[config.mk]
export PLATFORM = sky130hd
export DESIGN_NAME = ptmch_trg_arb
export DESIGN_NICKNAME = d
export VERILOG_FILES = /design/src/rtl/ptmch_trg_arb.sv
export SDC_FILE = /design/constraint.sdc
export NUM_CORES = 1
export LEC_CHECK = 0
export BUFFER_PORTS_ARGS = -buffer_cell sky130_fd_sc_hd__buf_2
export CORE_MARGIN = 8
export CORE_UTILIZATION = 35
export DETAILED_ROUTE_END_ITERATION = 8
export SKIP_CTS_REPAIR_TIMING = 1
export SYNTH_ARGS = -nofsm -noshare
export SYNTH_HDL_FRONTEND = slang
export SYNTH_SLANG_ARGS = --single-unit
[constraint.sdc]
create_clock -name clk160m_i -period 6.5 [get_ports clk160m_i]
set_input_delay 0 -clock clk160m_i [delete_from_list [all_inputs] [get_ports clk160m_i]]
set_output_delay 0 -clock clk160m_i [all_outputs]
set_load 0.01 [all_outputs]
[src/rtl/ptmch_trg_arb.sv]
// ---------------------------------------------------------------------------
// ptmch_trg_arb
//
// Purpose:
//   Merges five per-command trigger requests from the command matcher into one
//   shared trigger pulse. Each request line is edge-detected and held in a
//   pending flag. A round-robin arbiter picks one pending request at a time.
//   The winner produces a fixed-width pulse on trgOut_o, which can be followed
//   by a programmable dead time. A request that arrives while its own pending
//   flag is still set is lost, and that loss is recorded in a sticky flag.
//
// Ports:
//   clk160m_i   in   1        sole clock, rising edge
//   reset_i     in   1        synchronous active-high reset
//   trgReq_i    in   5        request lines (0 prog-exec, 1 read-status,
//                             2 block-erase, 3 page-data-read, 4 write-status)
//   arbEn_i     in   1        1 = grants allowed, 0 = capture only
//   holdOff_i   in   8        dead time after each pulse, in cycles
//   ovfClr_i    in   1        single-cycle clear of the overflow flag
//   trgOut_o    out  1        shared trigger pulse
//   trgCode_o   out  3        index of the request currently or last granted
//   trgBusy_o   out  1        high whenever the FSM is not idle
//   ovfFlag_o   out  1        sticky lost-request flag
//   evtCnt_o    out  P_CNT_W  number of grants issued (wraps)
// ---------------------------------------------------------------------------
module ptmch_trg_arb #(
    parameter int P_PLS_WIDTH = 16,
    parameter int P_CNT_W     = 16
) (
    input  logic               clk160m_i,
    input  logic               reset_i,
    input  logic [4:0]         trgReq_i,
    input  logic               arbEn_i,
    input  logic [7:0]         holdOff_i,
    input  logic               ovfClr_i,
    output logic               trgOut_o,
    output logic [2:0]         trgCode_o,
    output logic               trgBusy_o,
    output logic               ovfFlag_o,
    output logic [P_CNT_W-1:0] evtCnt_o
);

    typedef enum logic [1:0] {
        S_IDLE  = 2'd0,
        S_PULSE = 2'd1,
        S_HOLD  = 2'd2
    } state_t;

    // Pulse counter load value: it counts down to zero, so the pulse lasts
    // P_PLS_WIDTH cycles.
    localparam logic [7:0] PLS_LAST = 8'(P_PLS_WIDTH - 1);

    state_t             state_q;
    logic               trgOut_q;
    logic               busy_q;
    logic [2:0]         code_q;
    logic [P_CNT_W-1:0] evtCnt_q;
    logic [2:0]         rrPtr_q;
    logic [7:0]         plsCnt_q;
    logic [7:0]         holdCnt_q;
    logic [7:0]         holdOff_q;

    logic [4:0]         reqPrev_q;
    logic [4:0]         arm_q;
    logic [4:0]         pend_q;
    logic [4:0]         pend_d;
    logic               ovf_q;
    logic               ovf_d;

    logic [4:0]         rise;
    logic               grantVld;
    logic [2:0]         winIdx;
    logic [4:0]         grantMask;
    logic               ovfEvt;

    // Round-robin search. The search starts one above the last granted index
    // and wraps modulo 5, so the last winner has the lowest priority.
    function automatic logic [2:0] pickWinner(input logic [4:0] pend,
                                              input logic [2:0] ptr);
        logic [2:0] idx;
        logic       found;
        int         c;
        idx   = 3'd0;
        found = 1'b0;
        for (int k = 1; k <= 5; k++) begin
            c = (int'(ptr) + k) % 5;
            if (!found && pend[c]) begin
                idx   = 3'(c);
                found = 1'b1;
            end
        end
        return idx;
    endfunction

    // A bit counts as a new request only on a 0->1 transition. It must also
    // have been seen low at least once since reset (arm_q). Without that, a
    // line held high through reset release would look like a fresh edge.
    // A grant consumes the winner's pending flag. An edge in the same cycle
    // re-sets the flag, so that case does not count as an overflow.
    always_comb begin
        rise      = trgReq_i & ~reqPrev_q & arm_q;
        grantVld  = (state_q == S_IDLE) && arbEn_i && (|pend_q);
        winIdx    = pickWinner(pend_q, rrPtr_q);
        grantMask = grantVld ? (5'b00001 << winIdx) : 5'b00000;
        pend_d    = (pend_q & ~grantMask) | rise;
        ovfEvt    = |(rise & pend_q & ~grantMask);
        ovf_d     = ovf_q;
        if (ovfEvt) begin
            ovf_d = 1'b1;
        end else if (ovfClr_i) begin
            ovf_d = 1'b0;
        end
    end

    // Request capture. The arm mask loads from the live request lines during
    // reset. A line that is low during reset can therefore be granted straight
    // after release. A line that is high must drop first.
    always_ff @(posedge clk160m_i) begin
        if (reset_i) begin
            reqPrev_q <= 5'b00000;
            arm_q     <= ~trgReq_i;
            pend_q    <= 5'b00000;
            ovf_q     <= 1'b0;
        end else begin
            reqPrev_q <= trgReq_i;
            arm_q     <= arm_q | ~trgReq_i;
            pend_q    <= pend_d;
            ovf_q     <= ovf_d;
        end
    end

    // Arbitration FSM. All outputs are registered here and change together
    // with the state.
    // The grant cycle is spent in IDLE, so trgOut rises on the cycle after
    // the decision. The hold-off value is captured at grant time. Changing
    // the input during a pulse therefore only affects the next one.
    // arbEn is only consulted in IDLE, so dropping it never cuts a pulse or
    // a hold short.
    always_ff @(posedge clk160m_i) begin
        if (reset_i) begin
            state_q   <= S_IDLE;
            trgOut_q  <= 1'b0;
            busy_q    <= 1'b0;
            code_q    <= 3'd0;
            evtCnt_q  <= '0;
            rrPtr_q   <= 3'd4;
            plsCnt_q  <= 8'd0;
            holdCnt_q <= 8'd0;
            holdOff_q <= 8'd0;
        end else begin
            case (state_q)
                S_IDLE: begin
                    if (grantVld) begin
                        state_q   <= S_PULSE;
                        trgOut_q  <= 1'b1;
                        busy_q    <= 1'b1;
                        code_q    <= winIdx;
                        rrPtr_q   <= winIdx;
                        evtCnt_q  <= evtCnt_q + P_CNT_W'(1);
                        plsCnt_q  <= PLS_LAST;
                        holdOff_q <= holdOff_i;
                    end
                end
                S_PULSE: begin
                    if (plsCnt_q == 8'd0) begin
                        trgOut_q <= 1'b0;
                        if (holdOff_q == 8'd0) begin
                            state_q <= S_IDLE;
                            busy_q  <= 1'b0;
                        end else begin
                            state_q   <= S_HOLD;
                            holdCnt_q <= holdOff_q - 8'd1;
                        end
                    end else begin
                        plsCnt_q <= plsCnt_q - 8'd1;
                    end
                end
                S_HOLD: begin
                    if (holdCnt_q == 8'd0) begin
                        state_q <= S_IDLE;
                        busy_q  <= 1'b0;
                    end else begin
                        holdCnt_q <= holdCnt_q - 8'd1;
                    end
                end
                default: begin
                    state_q  <= S_IDLE;
                    trgOut_q <= 1'b0;
                    busy_q   <= 1'b0;
                end
            endcase
        end
    end

    assign trgOut_o  = trgOut_q;
    assign trgCode_o = code_q;
    assign trgBusy_o = busy_q;
    assign ovfFlag_o = ovf_q;
    assign evtCnt_o  = evtCnt_q;

endmodule

# Word level (Yosys, flattened, before mapping)
# Index checks and enable logic that the tools add are counted.
totals:
  output_inout_bits: 22
  input_bits: 17
  word_cells: 125
  register_bits: 66
classes:
  n_mux: 47
  reduce_logical: 25
  div: 5
  magnitude_cmp: 5
  add_sub_neg: 9
  eq_ne: 9
  bitwise: 11
  n_shift: 1
ops:
  columns: ["op", "n"]
  rows:
  - ["$lt 32x5->1 const B", 5]
  - ["$mod 32x4->32 const B", 5]
  - ["$mux 8", 5]
  - ["$pmux 8 s2", 2]
  - ["$and 5x5->5", 5]
  - ["$logic_not 8->1", 3]
  - ["$sub 8x1->8 const B", 3]
  - ["$mux 1", 21]
  - ["$add 16x1->16 const B", 1]
  - ["$bmux 1 s3", 5]
  - ["$mux 3", 5]
  - ["$not 5->5", 3]
  - ["$ne 2x2->1 const B", 7]
  - ["$mux 5", 2]
  - ["$or 5x5->5", 2]
  - ["$reduce_or 5->1", 2]
  - ["$reduce_and 3->1", 3]
  - ["$add 3x2->4 const B", 2]
  - ["$add 3x3->4 const B", 2]
  - ["$mux 2", 4]
  - ["$reduce_and 4->1", 2]
  - ["$logic_and 1x1->1", 6]
  - ["$pmux 1 s3", 2]
  - ["$pmux 2 s3", 1]
  - ["other kinds (9)", 14]

# Depth between registers and ports, before layout
logic_depth:
  ltp_word: 24
  ltp_mapped: 21
  mapped_depth_nobuf: 18

# Worst setup path after synthesis
# Ideal clock, no wire load.
synth_timing:
  kind: "reg-to-reg"
  from: "register trgCode_o[0] (netlist name)"
  to: "register ovf_q (netlist: ovfFlag_o)"
  period_less_slack_ns: 4.943
  path_buffers: 3
  t_required_ns: 6.368
  arrival_ns: 4.810
  stages_incl_launch_ff: 21
  path_slack_ns: 1.557
  setup_ns: 0.132
  cell_sequence: "dfxtp_1 -> buf_2 -> inv_1 -> clkbuf_1 -> ha_1 -> buf_2 -> clkinv_1 -> ha_1 -> inv_1 -> ha_1 -> nand2b_1 -> or4_4 -> o211ai_2 -> mux2_4 -> o31ai_2 -> nand2_1 -> a2bb2oi_1 -> o221ai_2 -> a311oi_2 -> a311oi_1 -> a31oi_1"
synth_lines:
  columns: ["item", "line", "rtl"]
  rows:
  - ["end signal: assignment", "128", "ovf_q <= ovf_d;"]
  - ["end: declaration", "67", "logic ovf_q;"]

==> flow_summary.yaml <==
outcome:
  outcome: "completed"
cts:
  cts_buffer_depth: 2
  cts_root_buf: "clkbuf_16"
  cts_max_level: 3
  numCtsBuffers: 9
  cts.reportedPaths.clkPinSlew_ns: 0.05
  clock_latency_ns: 0.32
  clock-sinks: 64
  cts_tree: "done"
drt:
  vias: 4593
  avgRoutedWirePerCell_microns: 15.04
  vias_per_cell: 5.574
  drt-pass1-iter-count: 6
  drtAntennaViolNets: 0
  route.detailed.drc: 0
  routed_wl_microns: 12390
  dr.first_iter.drc_count: 371
worst_hold_path:
  whs_path_depth: 4
  worst_hold_path_type: "input port to flop"
  hold_start: "ovfClr_i"
  hold_path_end: "ovfFlag_o"
power_and_ir_drop:
  powerDensity_nw_per_um2: 533.2
  cellLeakagePower_nw: 2.260
  ir_worst_vdd_mv: 0.1972
  p_total_w: 0.002988
synth:
  synth_seq_area_share_pct: 26.27
  yosys_warnings: 0
  ys.flop_type: "dfxtp_1"
  synth_edf_count: 0
  synth_nets: 656
  syn-cell-area_sq_um: 4877
  synth-seq-cells: 64
  synthCells: 608
  async_flop_share_pct: 0
  yosys.cell_types.count: 84
  avgSynthCellArea_sq_um: 8.022
grt:
  antenna_found_initial: 0
  grt_max_degree: 62
  grt_pass1_wl_microns: 20700
  grt_use_total_pct: 13.72
  grt_pass1_vias: 4236
  gr-total-overflow: 0
sta:
  clock_skew_ns: 0.007508
  post-route-period-util_pct: 85.63
  fmax_mhz: 179.7
  worst_slew_pin_slew_ns: 1.067
  tns_ns: 0
  slew_headroom_pct: 28.88
  maxSlewViolCount: 0
  hold_viol: 0
  setup_ws_ns: 0.9338
  rsz0062_at_grt: "no"
  finalSetupViolations: 0
  finalCriticalPeriod_ns: 5.566
flow_run:
  maxCapViolations: 0
worst_setup_path:
  worst-r2r-cell-count: 18
  cp-end-kind: "flop"
  arrival_ns: 5.71
  critPathKind: "flop to flop"
  r2r_end: "ovfFlag_o"
  critPathRequiredTime_ns: 6.65
  reg2reg_slack_ns: 0.93
  startpoint_type: "flop"
  path_max_fanout: 16
  regToRegStartpoint: "trgCode_o[0]"
die:
  coreArea_sq_um: 13770
  fp.dieH_microns: 134.0
  rows: 43
  die_w_microns: 134.0
  io_pins: 39
  start_util_pct: 35.41
  die-area_sq_um: 17970
placement:
  pre_cts_ws_ns: 1.012
  routabilityCongestion: 0.9043
  dp.cells: 796
  io_buffers: 38
  dpl.hpwl_microns: 8981
cells_and_area:
  area_delta_synth_final_pct: 14.90
  drive_gt1_share_pct: 14.13
  n_antenna_cell: 0
  instances_no_fill: 824
  fin_nets: 688
  postLayoutCoreUtil_pct: 40.69
## registers in the layout, indices dropped and copies added, names as in the netlist
register / flops
rrPtr_q: 1
holdOff_q: 8
reqPrev_q: 5
evtCnt_o: 16
trgOut_o: 1
trgBusy_o: 1
state_q: 2
ovfFlag_o: 1
holdCnt_q: 8
plsCnt_q: 8
arm_q: 5
pend_q: 5
trgCode_o: 3
## final cells by class
type,instances,area (sq um)
flip-flops and latches,64,1281
multi-input cells,479,3302
well taps,180,225.2
fillers,1399,8169
inverters,29,108.9
clock buffers,12,256.5
repair buffers,57,365.4
clock inverters,3,65.06
## power breakdown
group          total (W)  internal, W  leakage [nW]  switching [W]
Clock           0.000514     0.000354         0.159       0.000160
Combinational    0.00193     0.000818          1.58        0.00111
Sequential      0.000549     0.000461         0.525      0.0000885
Total            0.00299      0.00163          2.26        0.00136
## how the worst max path moves through the flow
stage | from | to | slack [ns] | depth (start not counted)
finish | trgCode_o[0] | ovfFlag_o | 0.93 | 18
global placement | trgCode_o[0] | ovfFlag_o | 1.31 | 18
detailed placement | trgCode_o[0] | ovfFlag_o | 1.01 | 18
CTS | trgCode_o[0] | ovfFlag_o | 1.00 | 18
global route | trgCode_o[0] | ovfFlag_o | 0.54 | 18
floorplan | trgCode_o[0] | ovfFlag_o | 1.56 | 20
## through the flow
stage	cell area (sq um)	hold slack (ns)
floorplan	4877	0.07623
global placement	5152	0.2002
detailed placement	5152	0.2071
CTS	5474	-0.1252
global route	5604	0.1975
finish	5604	0.1729
## layout by cell type (no fill, tap or decap), types with 5 or more instances in the layout
cell type,instances
mux2i_1,14
inv_1,27
nor3_1,13
nand2_1,62
dfxtp_1,64
nor2_1,58
clkbuf_16,9
dlygate4sd3_1,13
o211ai_1,7
nand3b_1,6
a31oi_1,9
nand3_1,26
a211oi_1,13
o21a_1,5
xnor2_1,12
a21oi_1,40
nor2b_1,13
a22oi_1,5
buf_2,38
a21o_1,6
ha_1,30
o21ai_0,26
and3_1,10
nand2b_1,10
buf_4,6
xor2_1,16
a211o_1,5
## critical path, cell delays in order, from the launching register on
cell and delay (ns):
dfxtp_1 0.63, ha_1 0.50, xnor2_4 0.27, clkinv_1 0.27, ha_1 0.31, nor4b_1 0.50
o31a_1 0.25, nor2_1 0.10, ha_1 0.23, nand2b_1 0.13, a31oi_1 0.48, o21ai_1 0.23
a22oi_1 0.36, mux2_2 0.22, a2bb2oi_1 0.06, o221ai_2 0.30, a311oi_2 0.15, a311oi_1 0.27
a31oi_1 0.12
## kinds of logic after synthesis
family,Yosys count,synth area share (%)
multiplexers,22,5.490
adder cells (fa/ha/maj),31,8.107
XOR/XNOR,30,5.926
flip-flops,64,26.27
buffers and inverters,65,6.029
AO/OA/AOI/OAI,164,23.96
AND/OR/NAND/NOR,232,24.22
## routing by layer
metal  part of all wire [%]  wire [microns]  GRT usage (%)  up-vias
met5                      0               0              0        -
met4                    1.4             179          4.554        0
met3                    5.4             672          2.992       13
met2                     47            5770          21.67      151
met1                     47            5772          18.12     2169
li1                       -               -              -     2260
## synth_stat cells, types with 3 or more instances
| cell type | count | area [sq um] |
|---|---|---|
| a211o_1 | 5 | 43.79 |
| a211oi_1 | 13 | 97.59 |
| a21o_1 | 6 | 45.04 |
| a21oi_1 | 40 | 200.2 |
| a22oi_1 | 5 | 37.54 |
| a31oi_1 | 9 | 56.30 |
| and2_1 | 3 | 18.77 |
| and3_1 | 10 | 62.56 |
| buf_2 | 7 | 35.03 |
| buf_4 | 3 | 22.52 |
| buf_6 | 4 | 45.04 |
| clkbuf_1 | 20 | 75.07 |
| dfxtp_1 | 64 | 1281 |
| ha_1 | 30 | 375.4 |
| inv_1 | 27 | 101.4 |
| mux2_2 | 4 | 45.04 |
| mux2i_1 | 14 | 140.1 |
| mux4_2 | 3 | 67.56 |
| nand2_1 | 62 | 232.7 |
| nand2b_1 | 10 | 62.56 |
| nand3_1 | 26 | 130.1 |
| nand3b_1 | 6 | 45.04 |
| nand4_1 | 3 | 18.77 |
| nor2_1 | 58 | 217.7 |
| nor2b_1 | 13 | 81.33 |
| nor3_1 | 13 | 65.06 |
| nor4_1 | 3 | 18.77 |
| nor4b_1 | 4 | 35.03 |
| o2111ai_1 | 4 | 35.03 |
| o211ai_1 | 7 | 52.55 |
| o21a_1 | 5 | 37.54 |
| o21ai_0 | 26 | 130.1 |
| o21ai_1 | 4 | 20.02 |
| o31ai_1 | 3 | 22.52 |
| or2_2 | 3 | 18.77 |
| or3_1 | 3 | 18.77 |
| or4_1 | 4 | 30.03 |
| xnor2_1 | 12 | 105.1 |
| xor2_1 | 16 | 140.1 |
(Power assumes the default switching activity.)
